File: src/rtl/hc_161_counter.sv
// Presettable synchronous binary counter in the style of the 74HC161, with
// asynchronous clear and a ripple-carry output for cascading.
module hc_161_counter #(
  parameter int WIDTH = 4
) (
  input  logic             Clk,
  input  logic             R,
  input  logic             LD,
  input  logic             ENP,
  input  logic             ENT,
  input  logic [WIDTH-1:0] D,
  output logic [WIDTH-1:0] Q,
  output logic             RCO
);

  logic [WIDTH-1:0] q_d;
  logic [WIDTH-1:0] q_q;
  logic             all_ones_s;

  // Next-state selection: load beats count, count beats hold.
  always_comb begin
    q_d = q_q;
    if (!LD) begin
      q_d = D;
    end else if (ENP && ENT) begin
      q_d = q_q + WIDTH'(1);
    end else begin
      q_d = q_q;
    end
  end

  // Counter register with asynchronous clear.
  always_ff @(posedge Clk or negedge R) begin
    if (!R) begin
      q_q <= '0;
    end else begin
      q_q <= q_d;
    end
  end

  // Carry is combinational so a cascade sees ENT changes without latency;
  // it is 0 under reset because the cleared state is never all ones.
  assign all_ones_s = &q_q;
  assign RCO        = ENT & all_ones_s;
  assign Q          = q_q;

endmodule

File: config.mk
export PLATFORM = sky130hd
export DESIGN_NAME = hc_161_counter
export DESIGN_NICKNAME = d
export VERILOG_FILES = /design/src/rtl/hc_161_counter.sv
export SDC_FILE = /design/constraint.sdc
export NUM_CORES = 1
export LEC_CHECK = 0
export CAP_MARGIN = 20
export CORE_AREA = 3 3 40 42
export CTS_CLUSTER_DIAMETER = 50
export DETAILED_ROUTE_END_ITERATION = 6
export DIE_AREA = 0 0 43 45
export SYNTH_ARGS = -nofsm -noshare
export SYNTH_HDL_FRONTEND = slang
export SYNTH_SLANG_ARGS = --single-unit
File: constraint.sdc
create_clock -name Clk -period 1.37 [get_ports Clk]
set_input_delay 0.274 -clock Clk [delete_from_list [all_inputs] [get_ports Clk]]
set_output_delay 0.274 -clock Clk [all_outputs]
set_load 0.01 [all_outputs]
==> flow_summary.ini, run 1 <==
[run_status]
status = finished clean

[pwr]
p_per_area_nw_per_um2 = 971
peakVddDrop_mv = 0.435
power_frac_comb_pct = 31.1
power.internal_uw = 307
p_leak_uw = 0.000192
power.switching_uw = 106
power_frac_seq_pct = 33.9
swShare_pct = 25.8
p_clk_share_pct = 35.0

[synth]
synth_top_cell_by_area = dfrtp_1
synth_nets = 33
synthArstFlopShare_pct = 100
yosys_warnings = 0
ys_seq_area_share_pct = 46.0
synth-main-ff-cell = dfrtp_1
avgSynthCellArea_sq_um = 9.47
netlist.area_leader.share_pct = 46.0
synth.distinct_cells = 13
netlist_top_cells_count = 4 x dfrtp_1, 4 x nor2_1, 3 x a21oi_1, 2 x nand3_1, 2 x xor2_1
syn_inst = 23
synth.area.top_cells = dfrtp_1 46%, xor2_1 8.0%, a21oi_1 6.9%, nor2_1 6.9%, ha_1 5.7%
synth_area_sq_um = 218
synth_seq_cells = 4
synth_edf_count = 0

[critical_path]
r2r_start = Q[3]
crit_required_ps = 1100
cp-start-kind = flop
end_kind = primary output
startpoint = Q[1]
cp_data_arrival_time_ps = 1050
crit_fanout = 2
path_class = flop to primary output

[finish]
num-nets-final = 55
fillers = 135
drive_gt1_share_pct = 27.9
regArea_sq_um = 100
antennaDiodeCount = 0
syn_to_final_growth_pct = 95.4
largest_reg_flops = 4
multiInputGateArea_sq_um = 118

[placement]
place.gp.congestion = 0.674
io_buffer_count = 13

[sta]
post-route-period-util_pct = 97.0
hold_viol_final = 0
period_needed_ps = 1330
setup_viol = 0
rsz0062_at_grt = true
finalSetupTns_ps = 0
max-slew-margin-rel_pct = 82.3
holdWs_ps = 245
drv_slew = 0
max_slew.worst_pin.slew_ps = 265
fin_skew_ps = 5.09
max_freq_mhz = 753

[grt]
grt_usage_pct = 6.77
antenna_found_initial = 0
grt_start_max_net_pins = 9
gr-total-overflow = 0
grt_pass1_vias = 216
grt_pass1_wl_microns = 883

[floorplanning]
dieHeight_microns = 45
ios = 14
core_area_sq_um = 1280
dieWidth_microns = 43
row_count = 13
die_area_sq_um = 1940
initial_core_util_pct = 16.9

[detailed_routing]
dr.first_iter.drc_count = 0
ant_nets = 0
wl_per_cell_microns = 9.59
drc = 0
routed_wl_microns = 556
route.vias.total = 238
drt-pass1-iter-count = 1
vias_per_cell = 4.10

[clocking]
post-cts-setup-buffer-count = 0
clock_path_buffers = 2
numCtsBuffers = 3
clock_sinks = 4
clk_latency_ps = 230
clk_pin_slew_ps = 40
root_buffer = clkbuf_4
htree_levels = 1
cts_tree = built

[min_path]
min_path_type = input pin to async pin

[run]
drv_cap = 0
## per-layer routing
metal	vias to the layer above	track usage, %	wire [microns]
met1	103	7.32	213
met5	-	0	0
met2	12	9.58	257
met4	0	0	0
li1	123	-	-
met3	0	7.57	85
## cell type report
cell class	count	area share, %
timing repair buffer	18	39.1
multi-input combinational	18	27.6
sequential	4	23.5
clock buffer	3	5.29
tap	15	4.41
## stage by stage
stage | std cells | cell area, sq um | total power [uW] | utilization [%] | worst slack (ps)
6_report | 58 | 425 | 413 | 33.1 | 41.7
5_1_grt | 58 | 425 | 451 | 33.1 | -5.63
4_1_cts | 58 | 415 | 420 | 32.3 | -60.6
3_5_place_dp | 55 | 400 | 278 | 31.2 | -429
3_3_place_gp | 55 | 400 | 278 | 31.2 | -416
2_1_floorplan | 23 | 218 | 190 | - | 206
## path summary, 6_finish.rpt
check / depth (start not counted) / slack [ps] / to
hold / removal: 1 / 250 / Q[3]
min in group Clk: 4 / 480 / Q[3]
setup reg to reg: 3 / 250 / Q[3]
max in group asynchronous: 1 / 950 / Q[0]
hold reg to reg: 3 / 670 / Q[3]
setup / recovery: 3 / 40 / RCO
## power groups by stage
stage | clock network, uW | registers (uW) | logic, uW
after floorplan | 0 | 154 | 36.6
after global placement | 0 | 141 | 137
after detailed placement | 0 | 141 | 138
after CTS | 154 | 139 | 127
after global routing | 165 | 141 | 145
final | 145 | 140 | 128
## cells by family after synthesis
family	count (synthesis)	synth area share (%)
simple gates	9	21.8
compound gates	5	12.1
flops	4	46.0
xor+xnor	2	8.05
buf+inv	1	1.72
mux	1	4.60
fa+ha+maj	1	5.75
## critical path: stages, from the launching register on
cell	delay [ps]
dfrtp_1	340
ha_2	190
and4_4	200
buf_6	100
## placed cells by master, fill, tap and decap left out
master,n
clkdlybuf4s50_1,7
buf_4,5
dfrtp_1,4
nor2_1,4
dlygate4sd2_1,4
a21oi_1,3
clkbuf_4,3
nand3_1,2
xor2_1,2
and4_4,1
nand2_2,1
o21ai_0,1
or3_1,1
a31oi_1,1
mux2i_1,1
ha_2,1
dlymetal6s2s_1,1
buf_6,1
## what timing repair did
action / 4_1_cts / 5_1_grt
resized for setup: 9 / 3
setup endpoints to repair: 5 / 1
hold buffers: 0 / 0
pin swaps: 0 / 2
Power figures use the tool's default switching activity.
==> inputs of run 2 (changes only) <==
--- a/config.mk
+++ b/config.mk
@@ -5,11 +5,14 @@
 export SDC_FILE = /design/constraint.sdc
 export NUM_CORES = 1
 export LEC_CHECK = 0
+export ABC_AREA = 1
 export CAP_MARGIN = 20
 export CORE_AREA = 3 3 40 42
 export CTS_CLUSTER_DIAMETER = 50
 export DETAILED_ROUTE_END_ITERATION = 6
 export DIE_AREA = 0 0 43 45
+export HOLD_SLACK_MARGIN = 0.1
+export RECOVER_POWER = 50
 export SYNTH_ARGS = -nofsm -noshare
 export SYNTH_HDL_FRONTEND = slang
 export SYNTH_SLANG_ARGS = --single-unit
==> run 2 against run 1 <==
Die area unchanged. Flip-flop and latch count unchanged. Routed wire length increased by 15%. Largest power group is now combinational cells.
==> flow_summary.ini, run 2 <==
[clocking]
root_buffer = clkbuf_4
numCtsBuffers = 3
cts_tree = built
clk_pin_slew_ps = 40
clock_path_buffers = 2
clock_sinks = 4
clk_latency_ps = 230
htree_levels = 1
holdBufCountCts = 0

[detailed_routing]
dr.first_iter.drc_count = 6
vias_per_cell = 4.12
wl_per_cell_microns = 8.39
drt-pass1-iter-count = 2
routed_wl_microns = 638
ant_nets = 0
drc = 0
route.vias.total = 313

[finish]
final_cell_mix = 16 x nand2_1, 7 x clkdlybuf4s50_1, 6 x buf_4
fin_util_pct = 37.1
fillers = 139
largest_reg_flops = 4
stdcell_count = 76
syn_to_final_growth_pct = 79.7
final_common_cell = nand2_1
fin_area_sq_um = 477
num-nets-final = 73
antennaDiodeCount = 0
drive_gt1_share_pct = 24.6

[critical_path]
r2r_start = Q[1]
r2r_cells = 6
startpoint = Q[2]
cp-start-kind = flop
crit_required_ps = 1100
path_class = flop to primary output
r2r_setup_slack_ps = 320
end_kind = primary output
crit_fanout = 5
cp_data_arrival_time_ps = 1040

[grt]
antenna_found_initial = 0
grt_pass1_vias = 298
grt_usage_pct = 8.36
gr-total-overflow = 0
grt_start_max_net_pins = 7
grt_pass1_wl_microns = 1160

[placement]
hpwl_microns = 539
dpl.cell_count = 72
io_buffer_count = 13
place.gp.congestion = 0.669
placed_cell_area_sq_um = 452
dp_slack_ps = -312

[floorplanning]
ios = 14
core_area_sq_um = 1280
dieHeight_microns = 45
dieWidth_microns = 43
row_count = 13
initial_core_util_pct = 20.6
die_area_sq_um = 1940

[sta]
hold_viol_final = 0
post-route-period-util_pct = 96.2
fin_skew_ps = 1.57
period_needed_ps = 1320
drv_slew = 0
setup_viol = 0
setup_ws_ps = 52.5
rsz0062_at_grt = true
finalSetupTns_ps = 0
max_slew.worst_pin.slew_ps = 186
max_freq_mhz = 759
max-slew-margin-rel_pct = 87.6

[pwr]
power.internal_uw = 320
peakVddDrop_mv = 0.509
p_leak_uw = 0.000251
p_clk_share_pct = 31.6
swShare_pct = 28.4
p_per_area_nw_per_um2 = 939
power.switching_uw = 127
power_frac_seq_pct = 32.5
power_frac_comb_pct = 35.8

[run_status]
status = finished clean

[synth]
synth.area.top_cells = dfrtp_1 38%, nand2_1 23%, nand3_1 7.5%, ha_1 4.7%, inv_1 4.2%
synth_seq_cells = 4
synth-main-ff-cell = dfrtp_1
synth.most_common_cell = nand2_1
ys_seq_area_share_pct = 37.7
netlist.area_leader.share_pct = 37.7
avgSynthCellArea_sq_um = 6.80
synth_top_cell_by_area = dfrtp_1
synth_area_sq_um = 265
yosys_warnings = 0
syn_inst = 39
synth_edf_count = 0
synth_nets = 49
synth.distinct_cells = 13
netlist_top_cells_count = 16 x nand2_1, 4 x dfrtp_1, 4 x nand3_1, 3 x inv_1, 3 x nor2_1
synthArstFlopShare_pct = 100

[run]
drv_cap = 0

[min_path]
min_path_type = input pin to async pin
[run 2: cell count changes after synthesis, sizes merged, moves of 2 or more]
cell   before  now
inv         0    5
nand3       2    4
nand2       1   17
a21oi       3    0
xor2        2    0
[run 2: routing by layer]
| layer | part of all wire [%] | vias up | GRT usage, % |
|---|---|---|---|
| met2 | 51 | 8 | 13.5 |
| li1 | - | 167 | - |
| met4 | 0 | 0 | 1.81 |
| met1 | 41 | 138 | 9.02 |
| met5 | 0 | - | 0 |
| met3 | 7.1 | 0 | 5.98 |
[run 2: final cells by class]
type | instances | area [sq um] | share of cell area, %
timing repair buffer | 19 | 165 | 34.6
multi-input combinational | 30 | 151 | 31.8
sequential | 4 | 100 | 21.0
clock buffer | 3 | 22.5 | 4.72
inverter | 5 | 18.8 | 3.94
tap | 15 | 18.8 | 3.94
[run 2: what timing repair did]
action	CTS	global route
pin swaps	1	2
setup endpoints to repair	5	1
gates resized for setup	9	2
setup buffers	0	1
[run 2: logic make-up (layout without fill, tap and decap cells)]
family	after synthesis	in the layout	share of synthesized area, %
simple gates	27	27	45.8
buf+inv	5	27	7.08
fa+ha+maj	1	1	4.72
flops	4	4	37.7
compound gates	2	2	4.72
[run 2: critical path, stage by stage, from the launching register on]
cell	delay [ps]
dfrtp_1	380
buf_4	160
dlygate4sd2_1	280
[run 2: through the flow]
| step | total power, uW | hold slack [ps] |
|---|---|---|
| final | 448 | 314 |
| after floorplan | 214 | -21.6 |
| after detailed placement | 315 | 491 |
| after global placement | 315 | 488 |
| after global routing | 492 | 323 |
| after CTS | 454 | 242 |
[run 2: power by group through the flow]
stage | combinational, uW | clock, uW | sequential, uW
after floorplan | 50.6 | 0 | 163
after global placement | 170 | 0 | 145
after detailed placement | 168 | 0 | 146
after CTS | 157 | 152 | 145
after global routing | 182 | 162 | 148
final | 160 | 142 | 146
[run 2: path summary, 6_finish.rpt]
path,to
max,Q[2]
min,Q[3]
max reg2reg,Q[2]
min reg2reg,Q[0]
max in group asynchronous,Q[0]
min in group Clk,Q[0]
